==> src/rtl/io_port_unit.sv <==
// Buffered CPU I/O ports: NUM_IN first-word-fall-through input FIFOs and NUM_OUT valid/ack output registers, zero-latency bus read.
// stall holds the control step on an empty-FIFO read or an unacked output write; `IO_DROP_CNT_EN adds per-channel drop counters.

module io_port_fifo #(
  parameter int W     = 32,
  parameter int DEPTH = 4
) (
  input  logic         clock,
  input  logic         clear,
  input  logic         i_push,
  input  logic         i_pop,
  input  logic [W-1:0] i_din,
  output logic [W-1:0] o_head,
  output logic         o_full,
  output logic         o_empty
);
  localparam int AW = $clog2(DEPTH);

  logic [W-1:0]  r_mem [DEPTH];
  logic [AW-1:0] r_wr_ptr;
  logic [AW-1:0] r_rd_ptr;
  logic [AW:0]   r_count;

  always_ff @(posedge clock) begin
    if (i_push) r_mem[r_wr_ptr] <= i_din;
  end

  // Callers only push when not full and only pop when not empty.
  always_ff @(posedge clock) begin
    if (!clear) begin
      r_wr_ptr <= '0;
      r_rd_ptr <= '0;
      r_count  <= '0;
    end else begin
      if (i_push) r_wr_ptr <= r_wr_ptr + AW'(1);
      if (i_pop)  r_rd_ptr <= r_rd_ptr + AW'(1);
      if (i_push && !i_pop)      r_count <= r_count + (AW+1)'(1);
      else if (!i_push && i_pop) r_count <= r_count - (AW+1)'(1);
    end
  end

  assign o_head  = r_mem[r_rd_ptr];
  assign o_full  = (r_count == (AW+1)'(DEPTH));
  assign o_empty = (r_count == '0);
endmodule

module io_port_unit #(
  parameter int DATA_W     = 32,
  parameter int NUM_IN     = 2,
  parameter int NUM_OUT    = 2,
  parameter int FIFO_DEPTH = 4,
  parameter int SEL_W      = 2
) (
  input  logic                      clock,
  input  logic                      clear,
  input  logic [NUM_IN*DATA_W-1:0]  in_data,
  input  logic [NUM_IN-1:0]         in_valid,
  output logic [NUM_IN-1:0]         in_ready,
  input  logic                      InPortout,
  input  logic [SEL_W-1:0]          in_sel,
  output logic [DATA_W-1:0]         BusMuxIn_InPort,
  input  logic [DATA_W-1:0]         BusMuxOut,
  input  logic                      Out_portIn,
  input  logic [SEL_W-1:0]          out_sel,
  output logic [NUM_OUT*DATA_W-1:0] out_data,
  output logic [NUM_OUT-1:0]        out_valid,
  input  logic [NUM_OUT-1:0]        out_ack,
`ifdef IO_DROP_CNT_EN
  output logic [NUM_IN*8-1:0]       drop_cnt,
`endif
  output logic                      stall
);
  logic [DATA_W-1:0]  w_head [NUM_IN];
  logic [NUM_IN-1:0]  w_full;
  logic [NUM_IN-1:0]  w_empty;
  logic [NUM_IN-1:0]  w_push;
  logic [NUM_IN-1:0]  w_pop;
  logic               w_rd_stall;
  logic               w_wr_stall;
  logic [NUM_OUT-1:0] w_accept;
  logic [DATA_W-1:0]  r_out_data [NUM_OUT];
  logic [NUM_OUT-1:0] r_out_valid;

  for (genvar k = 0; k < NUM_IN; k++) begin : g_in
    assign in_ready[k] = clear && !w_full[k];
    assign w_push[k]   = in_valid[k] && in_ready[k];
    assign w_pop[k]    = InPortout && (in_sel == SEL_W'(k)) && !w_empty[k];

    io_port_fifo #(.W(DATA_W), .DEPTH(FIFO_DEPTH)) u_fifo (
      .clock   (clock),
      .clear   (clear),
      .i_push  (w_push[k]),
      .i_pop   (w_pop[k]),
      .i_din   (in_data[k*DATA_W +: DATA_W]),
      .o_head  (w_head[k]),
      .o_full  (w_full[k]),
      .o_empty (w_empty[k])
    );

`ifdef IO_DROP_CNT_EN
    logic [7:0] r_drop;
    always_ff @(posedge clock) begin
      if (!clear)                                         r_drop <= '0;
      else if (in_valid[k] && !in_ready[k] && r_drop != 8'hFF) r_drop <= r_drop + 8'd1;
    end
    assign drop_cnt[k*8 +: 8] = r_drop;
`endif
  end

  // An out-of-range select matches no channel: bus reads 0 and nothing stalls.
  always_comb begin
    BusMuxIn_InPort = '0;
    w_rd_stall      = 1'b0;
    for (int k = 0; k < NUM_IN; k++) begin
      if (in_sel == SEL_W'(k)) begin
        if (w_empty[k]) w_rd_stall = InPortout;
        else            BusMuxIn_InPort = w_head[k];
      end
    end
  end

  always_comb begin
    w_wr_stall = 1'b0;
    w_accept   = '0;
    for (int j = 0; j < NUM_OUT; j++) begin
      if (Out_portIn && (out_sel == SEL_W'(j))) begin
        w_accept[j] = !r_out_valid[j] || out_ack[j];
        w_wr_stall  = r_out_valid[j] && !out_ack[j];
      end
    end
  end

  assign stall = w_rd_stall || w_wr_stall;

  // A write in the ack cycle takes priority, so valid stays set for the new word.
  always_ff @(posedge clock) begin
    if (!clear) begin
      r_out_valid <= '0;
      for (int j = 0; j < NUM_OUT; j++) r_out_data[j] <= '0;
    end else begin
      for (int j = 0; j < NUM_OUT; j++) begin
        if (w_accept[j]) begin
          r_out_data[j]  <= BusMuxOut;
          r_out_valid[j] <= 1'b1;
        end else if (out_ack[j] && r_out_valid[j]) begin
          r_out_valid[j] <= 1'b0;
        end
      end
    end
  end

  for (genvar j = 0; j < NUM_OUT; j++) begin : g_out
    assign out_data[j*DATA_W +: DATA_W] = r_out_data[j];
  end
  assign out_valid = r_out_valid;
endmodule

==> config.mk <==
export PLATFORM = sky130hd
export DESIGN_NAME = io_port_unit
export DESIGN_NICKNAME = d
export VERILOG_FILES = /design/src/rtl/io_port_unit.sv
export SDC_FILE = /design/constraint.sdc
export NUM_CORES = 1
export LEC_CHECK = 0
export ABC_AREA = 1
export CELL_PAD_IN_SITES_DETAIL_PLACEMENT = 1
export CELL_PAD_IN_SITES_GLOBAL_PLACEMENT = 1
export CORE_AREA = 2 2 173 175
export CTS_CLUSTER_SIZE = 20
export DETAILED_ROUTE_END_ITERATION = 6
export DIE_AREA = 0 0 175 177
export PLACE_DENSITY = 0.85
export SLEW_MARGIN = 20
export SYNTH_ARGS = -nofsm -noshare
export SYNTH_HDL_FRONTEND = slang
export SYNTH_HIERARCHICAL = 1
export SYNTH_SLANG_ARGS = --single-unit
==> constraint.sdc <==
create_clock -name clock -period 3.5 [get_ports clock]
set_input_delay 0.7 -clock clock [delete_from_list [all_inputs] [get_ports clock]]
set_output_delay 0.7 -clock clock [all_outputs]
set_load 0.05 [all_outputs]
* Word level (Yosys, flattened, before mapping)
Memories as Yosys holds them, arrays and structs flattened. A register that Yosys moved wholly into a read port is not among the register bits.
Index checks and enable logic that the tools add are counted.
** Word-level totals
- Register bits :: 16
- Bits in writable memories :: 320
- Input bits :: 108
- Output and inout bits :: 101
- Word-level logic and storage cells :: 103
- Memories kept :: 3
** Memory list
- g_in[0].u_fifo.r_mem :: words 4, width 32, rd ports 1, clocked after memory_dff 1, write ports 1, RTL line 19 : logic [W-1:0] r_mem [DEPTH];
- g_in[1].u_fifo.r_mem :: words 4, width 32, rd ports 1, clocked after memory_dff 1, write ports 1, RTL line 19
- r_out_data :: words 2, width 32, rd ports 2, clocked after memory_dff 0, write ports 2, RTL line 81 : logic [DATA_W-1:0] r_out_data [NUM_OUT];
** Cells by class
- Add/sub/neg operators :: 8
- Eq/ne operators :: 4
- Mux-type cells :: 37
- Bitwise logic cells :: 2
- Reduce and logical (&&, ||, !) cells :: 41
** Operator list (count)
- 32-bit two-way mux :: 6
- 1-bit two-way mux :: 23
- 1-bit logical AND :: 18
- 1-bit logical NOT :: 12
- 3-bit two-way mux :: 4
- 2-bit by 1-bit adder with 2-bit output (second input constant) :: 4
- 2-bit two-way mux :: 4
- 2-bit nonzero test :: 4
- 3-bit by 1-bit adder with 3-bit output (second input constant) :: 2
- 3-bit == test (second input constant) :: 2
- 3-bit logical NOT :: 2
- 3-bit by 1-bit subtractor with 3-bit output (second input constant) :: 2
- 2-bit by 1-bit == test with 1-bit output (second input constant) :: 2
- 2-bit logical NOT :: 2
- 1-bit logical OR :: 3
- 1-bit bitwise OR :: 2

* Longest topological paths before layout
- Word-level depth :: 8
- Mapped depth :: 14
- Depth with buffers taken out :: 13

* Hierarchy
The synthesis kept the hierarchy.
** Modules (own cells, without submodules)
- io_port_fifo :: times used 2, cells each 367, area an instance 5220.0 um2, sequential area each 4023.9 um2
- io_port_unit :: times used 1, cells each 277, area an instance 3078.0 um2, sequential area each 1961.9 um2

* Worst setup path after synthesis
Ideal clock, no wire load.
- Path kind :: input -> output
- Start point :: in in_sel[1]
- End point :: out BusMuxIn_InPort[10]
- Arrival :: 1.936 ns
- Data required time :: 2.800 ns
- Setup slack :: 0.864 ns
- Cell stages on the path :: 4
- Path buffers :: 1
- Cell sequence :: inv_1 > nand3b_1 > clkbuf_1 > o22ai_1
** Between the ends
- Cells in the longest elaborated chain, start to end :: 4
- Elaborated cells between the ends (all ways) :: 5
- Classes of those cells :: eq/ne: 1; mux: 3; reduce/logical: 1
** Ends and longest elaborated chain
- start: declaration :: RTL line 60 : input logic [SEL_W-1:0] in_sel,
- 2-bit logical NOT :: RTL line 115 : if (in_sel == SEL_W'(k)) begin
- 32-bit two-way mux :: RTL line 115
- 32-bit two-way mux :: RTL line 116 : if (w_empty[k]) w_rd_stall = InPortout;
- 32-bit two-way mux (*) :: RTL line 115
- end: declaration :: RTL line 61 : output logic [DATA_W-1:0] BusMuxIn_InPort,
Mark *: on every way between the ends. The rest lies on a longest branch, timed or not.

* Worst setup path in the final report
- Start point :: reg g_in[0].u_fifo.r_count[1]
- End point :: out BusMuxIn_InPort[25]
** Between the ends
- Cells in the longest elaborated chain, start to end :: 5
** Ends and longest elaborated chain
- start: declaration :: RTL line 22 : logic [AW:0] r_count;
- start signal: assignment :: RTL line 37 : if (i_push && !i_pop) r_count <= r_count + (AW+1)'(1);
- start signal: assignment :: RTL line 38 : else if (!i_push && i_pop) r_count <= r_count - (AW+1)'(1);
- 3-bit logical NOT (*) :: RTL line 44 : assign o_empty = (r_count == '0);
- named net w_empty[0] :: RTL line 75 : logic [NUM_IN-1:0] w_empty;
- 32-bit two-way mux (*) :: RTL line 116
- 32-bit two-way mux (*) :: RTL line 115
- 32-bit two-way mux :: RTL line 116
- 32-bit two-way mux (*) :: RTL line 115
The timed path passes the listed nets; every way through them passes the cells marked *.

==> run_results.csv <==
group,metric,value,unit
run_status,status,"finished, final reports clean",
power_and_ir_drop,ir_drop,512.4,uV
layout,fill_cells,2780,
global_route,grt.overflow.total,0,
layout,final_cells,1645,
logic_synthesis,yosysWarnings,6,
worst_setup_path,arrival,2630,ps
power_and_ir_drop,power.internal,7415,uW
worst_setup_path,cp.buffers_inverters,2,
logic_synthesis,synth_top_area_cell,"edfxtp_1",
placement,dp.cells,1579,
global_route,antenna_found_initial,2,
clock_network,clkLatencyLatePin,530,ps
timing,tns,0,ps
clock_network,cts_made_buffers,36,
clock_network,cts_setup_buffers,0,
global_route,grt_pass1_wl,57.95,mm
detailed_routing,drt_wl_total,38.34,mm
global_route,first_global_vias,9715,
logic_synthesis,ys_ff_latch,340,
timing,worst_slew_pin_slew,908.8,ps
floorplan,start_util,0.4622,
worst_setup_path,reg2reg_slack,1070,ps
clock_network,clock_path_buffers,3,
layout,drive_above_1_share,0.1188,
timing,skew,17.50,ps
worst_hold_path,hp-start,"g_in[0].u_fifo/r_rd_ptr[1]",
layout,syn2layout_area_growth,28.75,%
floorplan,die-area,30980,um2
clock_network,cts_tree,"yes",
power_and_ir_drop,p_sw_frac,0.2549,
detailed_routing,firstDrtPassIters,5,
detailed_routing,vias_per_cell,5.471,
worst_setup_path,timing.rr.end,"g_in[1].u_fifo/r_count[2]",
power_and_ir_drop,combPwrFrac,0.141,
timing,hold_viol,0,
flow_run,drv_cap,0,
logic_synthesis,synth_nets,1131,
clock_network,holdBufCountCts,0,
clock_network,clk_pin_slew_worst_paths,60,ps
global_route,grt_max_degree,65,
clock_network,cts_num_sinks,340,
detailed_routing,drtAntennaViolNets,0,
detailed_routing,wl_per_cell,23.30,um
layout,final_core_utilization,0.5951,
worst_setup_path,worst-endpoint-required,2800,ps
logic_synthesis,synth_top_area_frac,0.7108,
floorplan,std_cell_rows,63,
power_and_ir_drop,switchingPower,2537,uW
worst_setup_path,r2r_start,"g_in[1].u_fifo/r_count[1]",
power_and_ir_drop,p_leak,0.006253,uW
worst_setup_path,crit_family,"buffers and inverters",
clock_network,cts.repair.resized,0,
clock_network,cts-root-buf,"clkbuf_16",
detailed_routing,vias,8999,
timing,fin_crit_sh,0.9509,
logic_synthesis,postSynthAreaPerCell,13.37,um2
power_and_ir_drop,clockPowerShare,0.388,
worst_setup_path,critPathCaptureType,"primary output",
logic_synthesis,netlist_top_cells_area,"edfxtp_1, o22ai_1, nor2_1",
worst_setup_path,slowest_stage,"inv_1",
worst_setup_path,path_class,"flop to primary output",
worst_setup_path,critPathMaxFanout,32,
timing,rsz0062_at_grt,"true",
worst_setup_path,critical-path-max-stage-delay,680,ps
logic_synthesis,ys_types,27,
worst_hold_path,min_to,"g_in[0].u_fifo/r_rd_ptr[1]",
worst_hold_path,min_path_cells,1,
floorplan,coreArea,29240,um2
timing,slew_viol_final,0,
placement,dp_hpwl,24.67,mm
layout,mostFrequentLayoutCell,"edfxtp_1",
detailed_routing,drt_iter0_drc,829,
global_route,grt.total_usage,0.2492,
layout,final_nets,1347,
power_and_ir_drop,powerDensity,571.8,nW/um2
worst_setup_path,ff2ff_path_depth,14,
placement,portBuffers,208,
placement,gp_congestion,0.7650,
timing,timing.hold.ws,501.3,ps
timing,max_slew_margin,0.3934,
worst_hold_path,hp-class,"flop to flop",
layout,final_cell_mix,"edfxtp_1, clkdlybuf4s50_1, nor2_1",
floorplan,die_h,177,um
clock_network,cts.htree.levels,2,
worst_setup_path,worstPathCellList,"nor3_1 > inv_1 > nand2_1 > o22ai_1 > buf_12",
timing,fmax,0.3005,GHz
detailed_routing,drc_errors,0,
timing,setup_viol,0,
logic_synthesis,syn-cell-area,13520,um2
timing,final.min_clock_period,3328,ps
floorplan,fp.dieW,175,um
logic_synthesis,ys_seq_area_frac,0.7405,
floorplan,boundaryPins,209,
logic_synthesis,syn_inst,1011,
worst_setup_path,startpoint_type,"flop",
power_and_ir_drop,seq_power_share,0.471,
-- final cells by class --
class	instances	area (um2)	area share
inverter	106	412.9	0.02372
antenna	1	2.502	0.0001438
sequential	340	10010	0.5754
clock inverter	21	246.5	0.01416
timing repair buffer	231	2618	0.1504
clock buffer	44	940.9	0.05406
tap	390	488.0	0.02804
multi-input combinational	512	2681	0.1541
-- layer usage --
metal / share of wire / global-route usage / wire length [um]
met5: 0 / 0 / 0
met4: 0.034 / 0.1003 / 1303
met3: 0.056 / 0.04403 / 2148
met2: 0.52 / 0.4432 / 20080
met1: 0.39 / 0.3016 / 14810
-- state kept, by name (all words and copies together) (netlist names), named ones only --
| register | cells |
|---|---|
| r_out_data | 64 |
| g_in.u_fifo/r_mem | 256 |
| out_valid | 2 |
| g_in.u_fifo/r_rd_ptr | 4 |
| g_in.u_fifo/r_wr_ptr | 4 |
| g_in.u_fifo/r_count | 6 |
-- synthesized netlist by cell type (all sizes together) --
master	n
edfxtp	320
nor2	146
o21ai	140
inv	106
o22ai	96
nand2	57
buf	50
a21oi	42
dfxtp	20
ha	10
nand3	6
nand4	5
nor3	5
clkbuf	3
fa	2
nor3b	2
nand3b	1
-- worst max path at each step --
| stage | cells past startpoint | startpoint | slack, ps | endpoint |
|---|---|---|---|---|
| after floorplan | 4 | in_sel[1] | 860 | BusMuxIn_InPort[10] |
| after global placement | 15 | in_sel[0] | 630 | g_in[0].u_fifo/r_count[2] |
| after detailed placement | 11 | in_sel[0] | 360 | g_in[0].u_fifo/r_count[1] |
| after CTS | 6 | flop | 3 | BusMuxIn_InPort[14] |
| after global routing | 5 | g_in[0].u_fifo/r_count[1] | 5 | BusMuxIn_InPort[25] |
| final | 5 | g_in[0].u_fifo/r_count[1] | 170 | BusMuxIn_InPort[25] |
-- through the flow --
stage,power (uW),setup slack [ps],area [um2]
after CTS,10010,2.721,17400
after floorplan,5512,864.2,13520
after global placement,6090,628.8,16210
after detailed placement,6161,358.2,16210
after global routing,10210,4.805,17400
final,9952,171.9,17400
-- power by group through the flow --
stage / Combinational, uW / Sequential (uW) / Clock, uW
after floorplan: 541 / 4970 / 0
after global placement: 1330 / 4760 / 0
after detailed placement: 1390 / 4770 / 0
after CTS: 1410 / 4690 / 3910
after global routing: 1480 / 4700 / 4040
final: 1410 / 4690 / 3860
-- cells by family after synthesis --
family	synth area share
simple gates	0.06599
flops	0.7405
fa+ha+maj	0.01222
compound gates	0.1201
buf+inv	0.06118
(Power assumes the default switching activity.)
